==> config.mk <==
export PLATFORM = sky130hd
export DESIGN_NAME = sdram_burst_splitter_flat
export DESIGN_NICKNAME = d
export VERILOG_FILES = /design/src/rtl/sdram_burst_splitter_if.sv /design/src/rtl/sdram_burst_splitter.sv /design/src/flat_wrapper.sv
export SDC_FILE = /design/constraint.sdc
export NUM_CORES = 1
export LEC_CHECK = 0
export BUFFER_PORTS_ARGS = -buffer_cell sky130_fd_sc_hd__buf_2
export CAP_MARGIN = 10
export CORE_UTILIZATION = 57
export CTS_CLUSTER_SIZE = 28
export DETAILED_ROUTE_END_ITERATION = 10
export PLACE_DENSITY_LB_ADDON = 0.15
export RECOVER_POWER = 25
export SLEW_MARGIN = 25
export SYNTH_ARGS = -nofsm -noshare
export SYNTH_HDL_FRONTEND = slang
export SYNTH_SLANG_ARGS = --single-unit
==> constraint.sdc <==
create_clock -name clk -period 9.1 [get_ports clk]
set_clock_uncertainty 0.1 [all_clocks]
set_input_delay 0.91 -clock clk [delete_from_list [all_inputs] [get_ports clk]]
set_output_delay 0.91 -clock clk [all_outputs]
set_load 0.03 [all_outputs]
==> src/rtl/sdram_burst_splitter_if.sv <==
// Avalon-MM burst bus bundle: one instance per side of the splitter.
// Latency: none, plain wires.
// Backpressure: waitrequest from slave to master; readdatavalid is not backpressured.
// Ports (modport master drives the command/write side, slave drives the response side):
//   address, burstcount, read, write, writedata, byteenable : master -> slave
//   waitrequest, readdata, readdatavalid                     : slave -> master
interface sdram_burst_splitter_if #(
    parameter int ADDR_W = 25,
    parameter int BC_W   = 10,
    parameter int DATA_W = 16
);
    localparam int BE_W = DATA_W / 8;

    logic [ADDR_W-1:0] address;
    logic [BC_W-1:0]   burstcount;
    logic              read;
    logic              write;
    logic [DATA_W-1:0] writedata;
    logic [BE_W-1:0]   byteenable;
    logic              waitrequest;
    logic [DATA_W-1:0] readdata;
    logic              readdatavalid;

    modport master (
        output address, burstcount, read, write, writedata, byteenable,
        input  waitrequest, readdata, readdatavalid
    );

    modport slave (
        input  address, burstcount, read, write, writedata, byteenable,
        output waitrequest, readdata, readdatavalid
    );
endinterface

==> src/rtl/sdram_burst_splitter.sv <==
// Splits long upstream Avalon-MM bursts into page-bounded sub-bursts of at most BURST_MAX words.
// Latency: command issued one cycle after acceptance; read/write data pass through combinationally.
// Backpressure: upstream waitrequest follows the controller during write data; held high while reading.
// Ports:
//   clk      : clock, rising edge
//   rst      : synchronous active-low reset
//   s_bus_io : upstream bus (slave side, burstcount up to BURST_IN_MAX)
//   m_bus_io : downstream bus towards the SDRAM controller (master side, burstcount up to BURST_MAX)
module sdram_burst_splitter #(
    parameter int WORD_WIDTH   = 1,
    parameter int COL_WIDTH    = 9,
    parameter int BANK_WIDTH   = 2,
    parameter int ROW_WIDTH    = 13,
    parameter int BURST_MAX    = 64,
    parameter int BURST_IN_MAX = 512
) (
    input  logic                   clk,
    input  logic                   rst,
    sdram_burst_splitter_if.slave  s_bus_io,
    sdram_burst_splitter_if.master m_bus_io
);
    localparam int BYTE_AMOUNT = 1 << WORD_WIDTH;
    localparam int ADDR_WIDTH  = WORD_WIDTH + COL_WIDTH + BANK_WIDTH + ROW_WIDTH;
    localparam int IN_BC_W     = $clog2(BURST_IN_MAX) + 1;
    localparam int OUT_BC_W    = $clog2(BURST_MAX) + 1;
    localparam int PAGE_WORDS  = 1 << COL_WIDTH;
    // Wide enough for the remaining count and for a full page worth of words.
    localparam int CNT_W       = (IN_BC_W > COL_WIDTH + 1) ? IN_BC_W : COL_WIDTH + 1;

    typedef enum logic [1:0] {
        IDLE,
        RD_ISSUE,
        RD_DATA,
        WR_DATA
    } state_t;

    state_t                  state_q, state_d;
    logic [ADDR_WIDTH-1:0]   cur_addr_q, cur_addr_d;
    logic [IN_BC_W-1:0]      remaining_q, remaining_d;
    logic [OUT_BC_W-1:0]     beat_q, beat_d;
    // Set for the first WR_DATA cycle of every chunk so the controller sees the
    // new address/burstcount before any data beat is offered.
    logic                    hold_q, hold_d;

    logic [COL_WIDTH-1:0]    cur_col;
    logic [CNT_W-1:0]        page_left;
    logic [CNT_W-1:0]        chunk_w;
    logic [OUT_BC_W-1:0]     chunk;
    logic [OUT_BC_W-1:0]     beat_inc;
    logic                    last_beat;
    logic [ADDR_WIDTH-1:0]   addr_next;
    logic [IN_BC_W-1:0]      rem_next;

    // Sub-burst length: smallest of what is left, the controller limit and
    // the words left before the end of the current column page.
    assign cur_col   = cur_addr_q[WORD_WIDTH+COL_WIDTH-1:WORD_WIDTH];
    assign page_left = CNT_W'(PAGE_WORDS) - CNT_W'(cur_col);

    always_comb begin
        chunk_w = CNT_W'(remaining_q);
        if (CNT_W'(BURST_MAX) < chunk_w) begin
            chunk_w = CNT_W'(BURST_MAX);
        end
        if (page_left < chunk_w) begin
            chunk_w = page_left;
        end
    end

    assign chunk     = chunk_w[OUT_BC_W-1:0];
    assign beat_inc  = beat_q + OUT_BC_W'(1);
    assign last_beat = (beat_inc == chunk);
    assign addr_next = cur_addr_q + ADDR_WIDTH'(chunk) * ADDR_WIDTH'(BYTE_AMOUNT);
    assign rem_next  = remaining_q - IN_BC_W'(chunk);

    // Data paths are pure pass-through.
    assign m_bus_io.address    = cur_addr_q;
    assign m_bus_io.burstcount = chunk;
    assign m_bus_io.writedata  = s_bus_io.writedata;
    assign m_bus_io.byteenable = s_bus_io.byteenable;
    assign s_bus_io.readdata   = m_bus_io.readdata;

    always_comb begin
        state_d                = state_q;
        cur_addr_d             = cur_addr_q;
        remaining_d            = remaining_q;
        beat_d                 = beat_q;
        hold_d                 = hold_q;
        m_bus_io.read          = 1'b0;
        m_bus_io.write         = 1'b0;
        s_bus_io.readdatavalid = 1'b0;
        s_bus_io.waitrequest   = 1'b1;

        unique case (state_q)
            IDLE: begin
                if (s_bus_io.read) begin
                    s_bus_io.waitrequest = 1'b0;
                    cur_addr_d           = s_bus_io.address;
                    remaining_d          = s_bus_io.burstcount;
                    beat_d               = '0;
                    if (s_bus_io.burstcount != '0) begin
                        state_d = RD_ISSUE;
                    end
                end else if (s_bus_io.write) begin
                    cur_addr_d  = s_bus_io.address;
                    remaining_d = s_bus_io.burstcount;
                    beat_d      = '0;
                    hold_d      = 1'b1;
                    if (s_bus_io.burstcount == '0) begin
                        // Empty write: swallow the command, nothing goes downstream.
                        s_bus_io.waitrequest = 1'b0;
                    end else begin
                        // First beat stays on the bus until WR_DATA takes it.
                        state_d = WR_DATA;
                    end
                end
            end

            RD_ISSUE: begin
                m_bus_io.read = 1'b1;
                if (!m_bus_io.waitrequest) begin
                    beat_d  = '0;
                    state_d = RD_DATA;
                end
            end

            RD_DATA: begin
                s_bus_io.readdatavalid = m_bus_io.readdatavalid;
                if (m_bus_io.readdatavalid) begin
                    beat_d = beat_inc;
                    if (last_beat) begin
                        cur_addr_d  = addr_next;
                        remaining_d = rem_next;
                        beat_d      = '0;
                        state_d     = (rem_next == '0) ? IDLE : RD_ISSUE;
                    end
                end
            end

            WR_DATA: begin
                if (hold_q) begin
                    hold_d = 1'b0;
                end else begin
                    m_bus_io.write       = s_bus_io.write;
                    s_bus_io.waitrequest = m_bus_io.waitrequest;
                    if (s_bus_io.write && !m_bus_io.waitrequest) begin
                        beat_d = beat_inc;
                        if (last_beat) begin
                            cur_addr_d  = addr_next;
                            remaining_d = rem_next;
                            beat_d      = '0;
                            hold_d      = 1'b1;
                            if (rem_next == '0) begin
                                state_d = IDLE;
                            end
                        end
                    end
                end
            end

            default: begin
                state_d = IDLE;
            end
        endcase
    end

    always_ff @(posedge clk) begin
        if (!rst) begin
            state_q     <= IDLE;
            cur_addr_q  <= '0;
            remaining_q <= '0;
            beat_q      <= '0;
            hold_q      <= 1'b0;
        end else begin
            state_q     <= state_d;
            cur_addr_q  <= cur_addr_d;
            remaining_q <= remaining_d;
            beat_q      <= beat_d;
            hold_q      <= hold_d;
        end
    end
endmodule

==> src/flat_wrapper.sv <==
// flat-port wrapper written by rule: the top's interface ports become plain ports
module sdram_burst_splitter_flat 
#(
    parameter int WORD_WIDTH   = 1,
    parameter int COL_WIDTH    = 9,
    parameter int BANK_WIDTH   = 2,
    parameter int ROW_WIDTH    = 13,
    parameter int BURST_MAX    = 64,
    parameter int BURST_IN_MAX = 512
)
  (clk, rst, s_bus_io_address, s_bus_io_burstcount, s_bus_io_read, s_bus_io_write, s_bus_io_writedata, s_bus_io_byteenable, s_bus_io_waitrequest, s_bus_io_readdata, s_bus_io_readdatavalid, m_bus_io_address, m_bus_io_burstcount, m_bus_io_read, m_bus_io_write, m_bus_io_writedata, m_bus_io_byteenable, m_bus_io_waitrequest, m_bus_io_readdata, m_bus_io_readdatavalid);
  sdram_burst_splitter_if #(.ADDR_W(25), .BC_W(10), .DATA_W(16)) s_bus_io_i ();
  sdram_burst_splitter_if #(.ADDR_W(25), .BC_W(7), .DATA_W(16)) m_bus_io_i ();
  input  logic clk;
  input  logic rst;
  input wire logic [$bits(s_bus_io_i.address)-1:0] s_bus_io_address;
  input wire logic [$bits(s_bus_io_i.burstcount)-1:0] s_bus_io_burstcount;
  input wire logic [$bits(s_bus_io_i.read)-1:0] s_bus_io_read;
  input wire logic [$bits(s_bus_io_i.write)-1:0] s_bus_io_write;
  input wire logic [$bits(s_bus_io_i.writedata)-1:0] s_bus_io_writedata;
  input wire logic [$bits(s_bus_io_i.byteenable)-1:0] s_bus_io_byteenable;
  output wire logic [$bits(s_bus_io_i.waitrequest)-1:0] s_bus_io_waitrequest;
  output wire logic [$bits(s_bus_io_i.readdata)-1:0] s_bus_io_readdata;
  output wire logic [$bits(s_bus_io_i.readdatavalid)-1:0] s_bus_io_readdatavalid;
  output wire logic [$bits(m_bus_io_i.address)-1:0] m_bus_io_address;
  output wire logic [$bits(m_bus_io_i.burstcount)-1:0] m_bus_io_burstcount;
  output wire logic [$bits(m_bus_io_i.read)-1:0] m_bus_io_read;
  output wire logic [$bits(m_bus_io_i.write)-1:0] m_bus_io_write;
  output wire logic [$bits(m_bus_io_i.writedata)-1:0] m_bus_io_writedata;
  output wire logic [$bits(m_bus_io_i.byteenable)-1:0] m_bus_io_byteenable;
  input wire logic [$bits(m_bus_io_i.waitrequest)-1:0] m_bus_io_waitrequest;
  input wire logic [$bits(m_bus_io_i.readdata)-1:0] m_bus_io_readdata;
  input wire logic [$bits(m_bus_io_i.readdatavalid)-1:0] m_bus_io_readdatavalid;
  assign s_bus_io_i.address = s_bus_io_address;
  assign s_bus_io_i.burstcount = s_bus_io_burstcount;
  assign s_bus_io_i.read = s_bus_io_read;
  assign s_bus_io_i.write = s_bus_io_write;
  assign s_bus_io_i.writedata = s_bus_io_writedata;
  assign s_bus_io_i.byteenable = s_bus_io_byteenable;
  assign s_bus_io_waitrequest = s_bus_io_i.waitrequest;
  assign s_bus_io_readdata = s_bus_io_i.readdata;
  assign s_bus_io_readdatavalid = s_bus_io_i.readdatavalid;
  assign m_bus_io_address = m_bus_io_i.address;
  assign m_bus_io_burstcount = m_bus_io_i.burstcount;
  assign m_bus_io_read = m_bus_io_i.read;
  assign m_bus_io_write = m_bus_io_i.write;
  assign m_bus_io_writedata = m_bus_io_i.writedata;
  assign m_bus_io_byteenable = m_bus_io_i.byteenable;
  assign m_bus_io_i.waitrequest = m_bus_io_waitrequest;
  assign m_bus_io_i.readdata = m_bus_io_readdata;
  assign m_bus_io_i.readdatavalid = m_bus_io_readdatavalid;
  sdram_burst_splitter #(.WORD_WIDTH(WORD_WIDTH), .COL_WIDTH(COL_WIDTH), .BANK_WIDTH(BANK_WIDTH), .ROW_WIDTH(ROW_WIDTH), .BURST_MAX(BURST_MAX), .BURST_IN_MAX(BURST_IN_MAX)) u_core (.clk(clk), .rst(rst), .s_bus_io(s_bus_io_i), .m_bus_io(m_bus_io_i));
endmodule
# Word-level counts from Yosys, hierarchy flattened
# Index checks and enable logic that the tools add are counted.
dict set report op_classes {
  n_addsub 4
  magnitude_cmp 2
  reduce_logical 12
  bitwise 0
  n_eq_ne 16
  muxes 52
  div 0
  n_shift 0
  mul 0
}
# operator n
set ops {}
lappend ops {{25-bit 2-to-1 mux} 6}
lappend ops {{25-bit one-hot mux with 3 select lines} 1}
lappend ops {{10-bit 2-to-1 mux} 7}
lappend ops {{7-bit 2-to-1 mux} 8}
lappend ops {{10-bit one-hot mux with 3 select lines} 1}
lappend ops {{7-bit one-hot mux with 4 select lines} 1}
lappend ops {{25-bit by 8-bit adder with 25-bit output} 1}
lappend ops {{2-bit 2-to-1 mux} 11}
lappend ops {{10-bit logical NOT} 2}
lappend ops {{1-bit 2-to-1 mux} 14}
lappend ops {{10-bit less-than comparator} 1}
lappend ops {{7-bit by 10-bit less-than comparator with 1-bit output, first input constant} 1}
lappend ops {{2-bit inequality test, second input constant} 5}
lappend ops {{10-bit AND reduction} 1}
lappend ops {{5-bit AND reduction} 2}
lappend ops {{10-bit nonzero test} 1}
lappend ops {{10-bit by 7-bit subtractor with 10-bit output} 1}
lappend ops {{10-bit by 9-bit subtractor with 10-bit output, first input constant} 1}
lappend ops {{2-bit by 1-bit inequality test with 1-bit output, second input constant} 4}
lappend ops {{2-bit one-hot mux with 4 select lines} 1}
lappend ops {{7-bit by 1-bit adder with 7-bit output, second input constant} 1}
lappend ops {{7-bit equality test} 1}
lappend ops {{3-bit inequality test, second input constant} 2}
lappend ops {{2-bit equality test, second input constant} 2}
lappend ops {{other kinds (9)} 10}
dict set report word_totals {
  rom_bits 0
  latchBits 0
  register_bits 45
  wordCells 91
  input_bits 75
  mem_count 0
  ramBits 0
}

# Depth between registers and ports, before layout
# Gate-level depths: netlist of run 1.
dict set report depth {
  ltp_word 11
  depth_mapped 26
  mapped_depth_nobuf 23
}

# Least setup slack after synthesis of run 1
# OpenSTA, ideal clock, no wires.
dict set report synth_path {
  kind {flip-flop to flip-flop}
  start {register u_core.cur_addr_q[3], in the netlist u_core.m_bus_io.address[3]}
  end {register u_core.state_q[0]}
  stages_incl_launch_ff 26
  setup_time_ns 0.086
  n_path_buf 3
  synth_period_minus_slack_ns 5.758
  arrival_time_ns 5.572
  setup_slack_ns 3.342
  t_required_ns 8.914
  cell_sequence {dfxtp_1 -> buf_2 -> or3_1 -> or3_1 -> nor3_1 -> xnor2_1 -> ha_1 -> nand4_1 -> or4_4 -> or2_1 -> buf_4 -> buf_4 -> nand3_1 -> nand2_1 -> ha_1 -> inv_1 -> ha_1 -> inv_1 -> a21oi_1 -> o221ai_1 -> a2111oi_0 -> nor4_1 -> xnor2_1 -> and4_1 -> a21oi_2 -> a221oi_2}
}
dict set report synth_between {
  elab_chain_cells 9
  word_cells_on_any_way 14
}
# element line
set synth_rtl {}
lappend synth_rtl {{from (decl)} sdram_burst_splitter.sv:38} ;# logic [ADDR_WIDTH-1:0] cur_addr_q, cur_addr_d;
lappend synth_rtl {{from (signal assigned)} sdram_burst_splitter.sv:175} ;# cur_addr_q <= cur_addr_d;
lappend synth_rtl {{10-bit by 9-bit subtractor with 10-bit output *} sdram_burst_splitter.sv:57} ;# assign page_left = CNT_W'(PAGE_WORDS) - CNT_W'(cur_col);
lappend synth_rtl {{10-bit less-than comparator *} sdram_burst_splitter.sv:64} ;# if (page_left < chunk_w) begin
lappend synth_rtl {{7-bit 2-to-1 mux *} sdram_burst_splitter.sv:64}
lappend synth_rtl {{named net m_bus_io_burstcount[0]} flat_wrapper.sv:26} ;# output wire logic [$bits(m_bus_io_i.burstcount)-1:0] m_bus_io_burstcount;
lappend synth_rtl {{10-bit by 7-bit subtractor with 10-bit output} sdram_burst_splitter.sv:73} ;# assign rem_next = remaining_q - IN_BC_W'(chunk);
lappend synth_rtl {{10-bit logical NOT} {sdram_burst_splitter.sv:134, sdram_burst_splitter.sv:152}}
lappend synth_rtl {{1-bit 2-to-1 mux} sdram_burst_splitter.sv:134} ;# state_d = (rem_next == '0) ? IDLE : RD_ISSUE;
lappend synth_rtl {{2-bit 2-to-1 mux} sdram_burst_splitter.sv:130} ;# if (last_beat) begin
lappend synth_rtl {{2-bit 2-to-1 mux} sdram_burst_splitter.sv:128} ;# if (m_bus_io.readdatavalid) begin
lappend synth_rtl {{2-bit one-hot mux with 4 select lines} sdram_burst_splitter.sv:93} ;# unique case (state_q)
lappend synth_rtl {{to (signal assigned)} sdram_burst_splitter.sv:174} ;# state_q <= state_d;
lappend synth_rtl {{to (decl)} sdram_burst_splitter.sv:37} ;# state_t state_q, state_d;
# The timed path passes the listed nets; every way through them passes the cells marked *. The select of a mux whose other input is x is not followed.
# A chain may end at the register's enable or synchronous reset.

# Final worst setup path of run 1
dict set report layout_path {
  start {register u_core.cur_addr_q[3], in the netlist u_core.m_bus_io.address[3]}
  end {register u_core.state_q[0]}
}
dict set report layout_between {
  elab_chain_cells 9
  word_cells_on_any_way 14
}
# element line
set layout_rtl {}
lappend layout_rtl {{10-bit by 9-bit subtractor with 10-bit output *} sdram_burst_splitter.sv:57}
lappend layout_rtl {{10-bit less-than comparator} sdram_burst_splitter.sv:64}
lappend layout_rtl {{7-bit 2-to-1 mux *} sdram_burst_splitter.sv:64}
lappend layout_rtl {{10-bit by 7-bit subtractor with 10-bit output} sdram_burst_splitter.sv:73}
lappend layout_rtl {{10-bit logical NOT} {sdram_burst_splitter.sv:134, sdram_burst_splitter.sv:152}}
lappend layout_rtl {{1-bit 2-to-1 mux} sdram_burst_splitter.sv:134}
lappend layout_rtl {{2-bit 2-to-1 mux} sdram_burst_splitter.sv:130}
lappend layout_rtl {{2-bit 2-to-1 mux} sdram_burst_splitter.sv:128}
lappend layout_rtl {{2-bit one-hot mux with 4 select lines} sdram_burst_splitter.sv:93}
# Mark *: on every way between the ends. The rest lies on a longest branch, timed or not. The select of a mux whose other input is x is not followed.

==> results of run 1 <==
-- flip-flops by register name (all words and copies together) (netlist names) --
signal and flops:
u_core.hold_q 1, u_core.m_bus_io.address 25, u_core.state_q 2, u_core.beat_q 7
u_core.remaining_q 10
-- cells by family (layout without fill, tap and decap cells) --
logic type	count (synthesis)	count (layout)	share of synthesized area, %
buffers and inverters	96	109	11.4
flip-flops	45	45	20.0
AO/OA/AOI/OAI	188	188	30.5
other	1	3	0.0832
AND/OR/NAND/NOR	230	230	25.8
XOR/XNOR	25	25	5.02
adder cells (fa/ha/maj)	24	24	6.55
multiplexers	3	3	0.666
-- final timing paths --
| check | startpoint | slack [ns] | cells past startpoint | end |
|---|---|---|---|---|
| worst max-delay path | u_core.m_bus_io.address[3] | 2.99 | 23 | u_core.state_q[0] |
| worst max register to register | u_core.m_bus_io.address[3] | 2.99 | 23 | u_core.state_q[0] |
| worst min-delay path | u_core.m_bus_io.address[0] | 0.36 | 2 | u_core.m_bus_io.address[0] |
| worst min register to register | u_core.m_bus_io.address[0] | 0.36 | 2 | u_core.m_bus_io.address[0] |
-- metal layers --
metal / routed length (um) / track usage (%)
met1: 5720 / 41.5
met5: 0 / 0
met2: 6040 / 49.5
met3: 868 / 3.60
met4: 300 / 10.8
-- through the flow --
| step | hold slack (ns) | cell area [um^2] |
|---|---|---|
| after floorplan | 0.344 | 4520 |
| after global placement | 0.336 | 4610 |
| after detailed placement | 0.349 | 4610 |
| after CTS | 0.359 | 4690 |
| after global routing | 0.395 | 4700 |
| final | 0.357 | 4700 |
-- layout make-up --
class	instances	area (um^2)	area share, %
timing repair buffer	78	389	8.27
sequential	45	901	19.1
tap	102	128	2.71
multi-input combinational	473	3110	66.1
inverter	24	90.1	1.91
clock buffer	7	86.3	1.84
-- worst max-delay path, stage by stage (launching register included) --
cell	delay (ns)
dfxtp_1	0.42
or3_1	0.43
or3_1	0.34
nor3_1	0.25
xnor2_1	0.16
ha_1	0.28
a211oi_1	0.26
o211ai_1	0.16
a221oi_2	0.59
buf_2	0.32
nand3_1	0.13
nand2_1	0.20
ha_1	0.19
inv_1	0.05
ha_1	0.24
inv_1	0.12
a21oi_1	0.07
o221ai_1	0.35
a21oi_1	0.15
xor2_1	0.25
nor4b_1	0.28
and4_1	0.33
a21oi_2	0.11
a221oi_2	0.25
-- synth_stat cells (13+ instances only) --
library cell	number
nand3_1	18
nor3_1	17
a211oi_1	14
buf_4	39
nor2_1	59
ha_1	22
xor2_1	13
nand2_1	65
clkbuf_1	26
o21ai_0	28
inv_1	23
dfxtp_1	45
a21oi_1	35
==> impl_metrics.csv, run 1 <==
group,metric,value,unit
logic_synthesis,async_flop_share,0,%
placement,hpwl,9500,um
logic_synthesis,ys_warn_count,0,
logic_synthesis,synth_area,4510,um^2
critical_path,path_max_fanout,10,
sta,period_share,67.2,%
die,io_pins,145,
cts,clkSinkCount,45,
detailed_routing,avgViaCountPerCell,6.55,
sta,relSlewSlack,42.7,%
logic_synthesis,syn_area_per_cell,7.37,um^2
die,core_area,7690,um^2
min_path,hold_class,"flip-flop to flip-flop",
finish,fill_cells,743,
finish,area_growth,4.36,%
logic_synthesis,synth_seq_cells,45,
finish,layout_common_cells,"74 x buf_2, 65 x nand2_1, 58 x nor2_1",
finish,layout_commonest_cell,"buf_2",
die,dieArea,8270,um^2
finish,final_cell_count_no_fill,729,
sta,rsz0062_at_grt,"false",
placement,gp_congestion,0.927,
detailed_routing,dr.pass1.iters,5,
sta,fin_crit,6.11,ns
logic_synthesis,synth_top_area_share,20.0,%
sta,setup_tns,0,ns
sta,worst_pin_slew,0.858,ns
die,dieWidth,90.9,um
logic_synthesis,netlist_instances,612,
grt,grt_pass1_vias,4245,
cts,postCtsSetupBuffers,0,
die,die_h,90.9,um
cts,htreeDepth,2,
detailed_routing,ant_nets,0,
finish,finalCoreUtilization,61.2,%
cts,root_buffer,"clkbuf_8",
sta,slew_viol_final,0,
logic_synthesis,synth_area_leaders,"dfxtp_1 20%, buf_4 6.5%, ha_1 6.1%",
logic_synthesis,synth_edf_count,0,
sta,finalHoldViolCount,0,
placement,pre_cts_slack,3.01,ns
placement,dpl.cell_count,721,
grt,grt_max_degree,45,
grt,grt_pass1_wl,20800,um
sta,setup_violations,0,
logic_synthesis,ys_types,80,
die,fp-row-count,32,
cts,hold_buffers,0,
critical_path,endpoint_kind,"flip-flop",
detailed_routing,num_vias,4773,
detailed_routing,wl_per_cell,17.7,um
finish,drive_gt1_share,17.2,%
placement,port_buffers,76,
job,maxCapViolations,0,
sta,fmax,164,MHz
cts,cts_tree,"done",
finish,diodes,0,
grt,overflow,0,
sta,setup_ws,2.99,ns
critical_path,crit_path_start_kind,"flip-flop",
cts,clkLatencyLatePin,0.30,ns
logic_synthesis,synth_ff_type,"dfxtp_1",
critical_path,required,9.23,ns
grt,track_usage,30.4,%
outcome,status,"complete, no violations",
cts,clk_path_buf_depth,2,
detailed_routing,wl,12900,um
detailed_routing,drt_iter0_drc,376,
cts,cts_buffers,5,
finish,fin_nets,724,
cts,cts_resized,0,
logic_synthesis,synth_top_area_cell,"dfxtp_1",
detailed_routing,drc,0,
critical_path,cp_data_arrival_time,6.24,ns
critical_path,setup.worst_path.class,"flip-flop to flip-flop",
cts,path_clk_slew,0.09,ns
logic_synthesis,yosysSeqAreaShare,20.0,%
grt,antenna_found_initial,0,
die,start_util,58.6,%
Power of run 1 is not shown: default switching activity piles up to over one toggle a cycle in this logic, so the estimate is an artifact.
==> inputs of run 2 (changes only) <==
Settings changed: CORE_UTILIZATION 57 to 52.
Clock period 9.1 ns to 6 ns, I/O delays scaled along.
==> impl_metrics.csv, run 2 (synthesis results as in run 1) <==
group,metric,value,unit
outcome,status,"complete, no violations",
finish,area_growth,6.94,%
finish,largest_reg_flops,25,
cts,clkLatencyLatePin,0.30,ns
critical_path,crit_top_cell,"ha_1",
cts,postCtsSetupBuffers,0,
min_path,hold_depth,2,
die,dieArea,9050,um^2
finish,final_cell_count_no_fill,746,
detailed_routing,ant_nets,0,
critical_path,reg2reg_depth,22,
grt,grt_pass1_wl,21400,um
job,maxCapViolations,0,
cts,cts_buffers,5,
critical_path,crit_chain,"or3_1 > or3_1 > nor3_1 > xnor2_1 > ha_1 > a211oi_1 > o211ai_1 > a221o_2 > o211ai_1 > nand2_1 > ha_1 > inv_1 > ha_1 > inv_1 > a21oi_1 > o221ai_2 > a21oi_1 > xor2_1 > nor4b_1 > and4_2 > a21oi_2 > a221oi_2",
grt,antenna_found_initial,0,
critical_path,crit_path_start_kind,"flip-flop",
finish,layout_common_cells,"76 x buf_2, 65 x nand2_1, 58 x nor2_1",
placement,gp_congestion,0.984,
cts,root_buffer,"clkbuf_8",
critical_path,path_buf_inv,2,
critical_path,path_max_fanout,10,
cts,cts_resized,0,
detailed_routing,wl_per_cell,17.8,um
grt,track_usage,29.6,%
detailed_routing,dr.pass1.iters,5,
min_path,hold_class,"flip-flop to flip-flop",
die,io_pins,145,
sta,fmax,175,MHz
critical_path,r2r-end,"u_core.state_q[0]",
sta,setup_violations,0,
sta,fin_crit,5.73,ns
detailed_routing,drc,0,
sta,finalHoldViolCount,0,
cts,cts_tree,"done",
sta,worst_pin_slew,0.879,ns
die,die_h,95.1,um
placement,dpl.cell_count,738,
critical_path,endpoint_kind,"flip-flop",
grt,grt_max_degree,45,
placement,hpwl,10100,um
detailed_routing,avgViaCountPerCell,6.47,
critical_path,setup.worst_path.class,"flip-flop to flip-flop",
die,dieWidth,95.1,um
cts,hold_buffers,0,
grt,overflow,0,
die,start_util,54.3,%
cts,clkSinkCount,45,
detailed_routing,drt_iter0_drc,216,
critical_path,critPathMaxStageDelay,0.48,ns
detailed_routing,wl,13300,um
min_path,timing.hold.worst_endpoint,"u_core.m_bus_io.address[0]",
finish,layout_commonest_cell,"buf_2",
sta,slew_viol_final,0,
min_path,min_from,"u_core.m_bus_io.address[0]",
cts,path_clk_slew,0.09,ns
critical_path,cp_slowest_cell,"a221o_2",
placement,port_buffers,76,
sta,period_share,95.5,%
finish,diodes,0,
grt,grt_pass1_vias,4419,
critical_path,r2r-start,"u_core.m_bus_io.address[3]",
detailed_routing,num_vias,4830,
sta,relSlewSlack,41.4,%
cts,clk_path_buf_depth,2,
critical_path,r2r_slack,0.27,ns
cts,htreeDepth,2,
critical_path,cp_top_family,"compound AO/OA/AOI/OAI gates",
finish,fin_nets,737,
critical_path,startpoint,"u_core.m_bus_io.address[3]",
die,fp-row-count,33,
finish,drive_gt1_share,20.4,%
die,core_area,8300,um^2
critical_path,cp_data_arrival_time,5.85,ns
critical_path,required,6.12,ns
-- run 2: cell types whose count changed in the layout (fill, tap and decap cells not counted), sizes merged --
cell      change
buf          +16
clkbuf        -5
clkinv        +2
clkinvlp      +1
-- run 2: stage by stage --
stage               TNS [ns]  setup WS [ns]  instance area [um^2]  utilization, %  hold WS [ns]
global route         -0.0462        -0.0462                  4820            58.1         0.403
floorplan                  0          0.242                  4520               -         0.344
CTS                        0          0.283                  4800            57.9         0.361
detailed placement         0          0.332                  4720            56.8         0.349
global placement           0          0.489                  4720            56.8         0.334
finish                     0          0.269                  4820            58.1         0.357
-- run 2: area by class of cell --
| class | instances | area, um^2 |
|---|---|---|
| Clock buffer | 5 | 68.8 |
| Clock inverter | 3 | 17.5 |
| Fill cell | 810 | 3480 |
| Inverter | 24 | 90.1 |
| Multi-Input combinational cell | 473 | 3120 |
| Sequential cell | 45 | 901 |
| Tap cell | 105 | 131 |
| Timing Repair Buffer | 91 | 493 |
-- run 2: worst min-delay path, cell delays in order (launching register included) --
cell	delay [ns]
dfxtp_1	0.32
nand2_1	0.05
a21oi_1	0.05
-- run 2: routing by layer --
metal	GRT usage [%]	part of all wire, %	vias up
met5	0	0	-
met4	9.47	2.0	0
met3	4.23	6.9	26
met2	48.6	46	193
met1	39.7	45	2303
li1	-	-	2308
-- run 2: how the worst max path moves through the flow --
stage          slack (ns)  cells after the start                end
2_1_floorplan        0.24                     25  u_core.state_q[0]
3_3_place_gp         0.49                     21  u_core.state_q[0]
3_5_place_dp         0.33                     22  u_core.state_q[0]
4_1_cts              0.28                     22  u_core.state_q[0]
5_1_grt             -0.05                     22  u_core.state_q[0]
6_report             0.27                     22  u_core.state_q[0]
Power of run 2 is left out for the same reason.
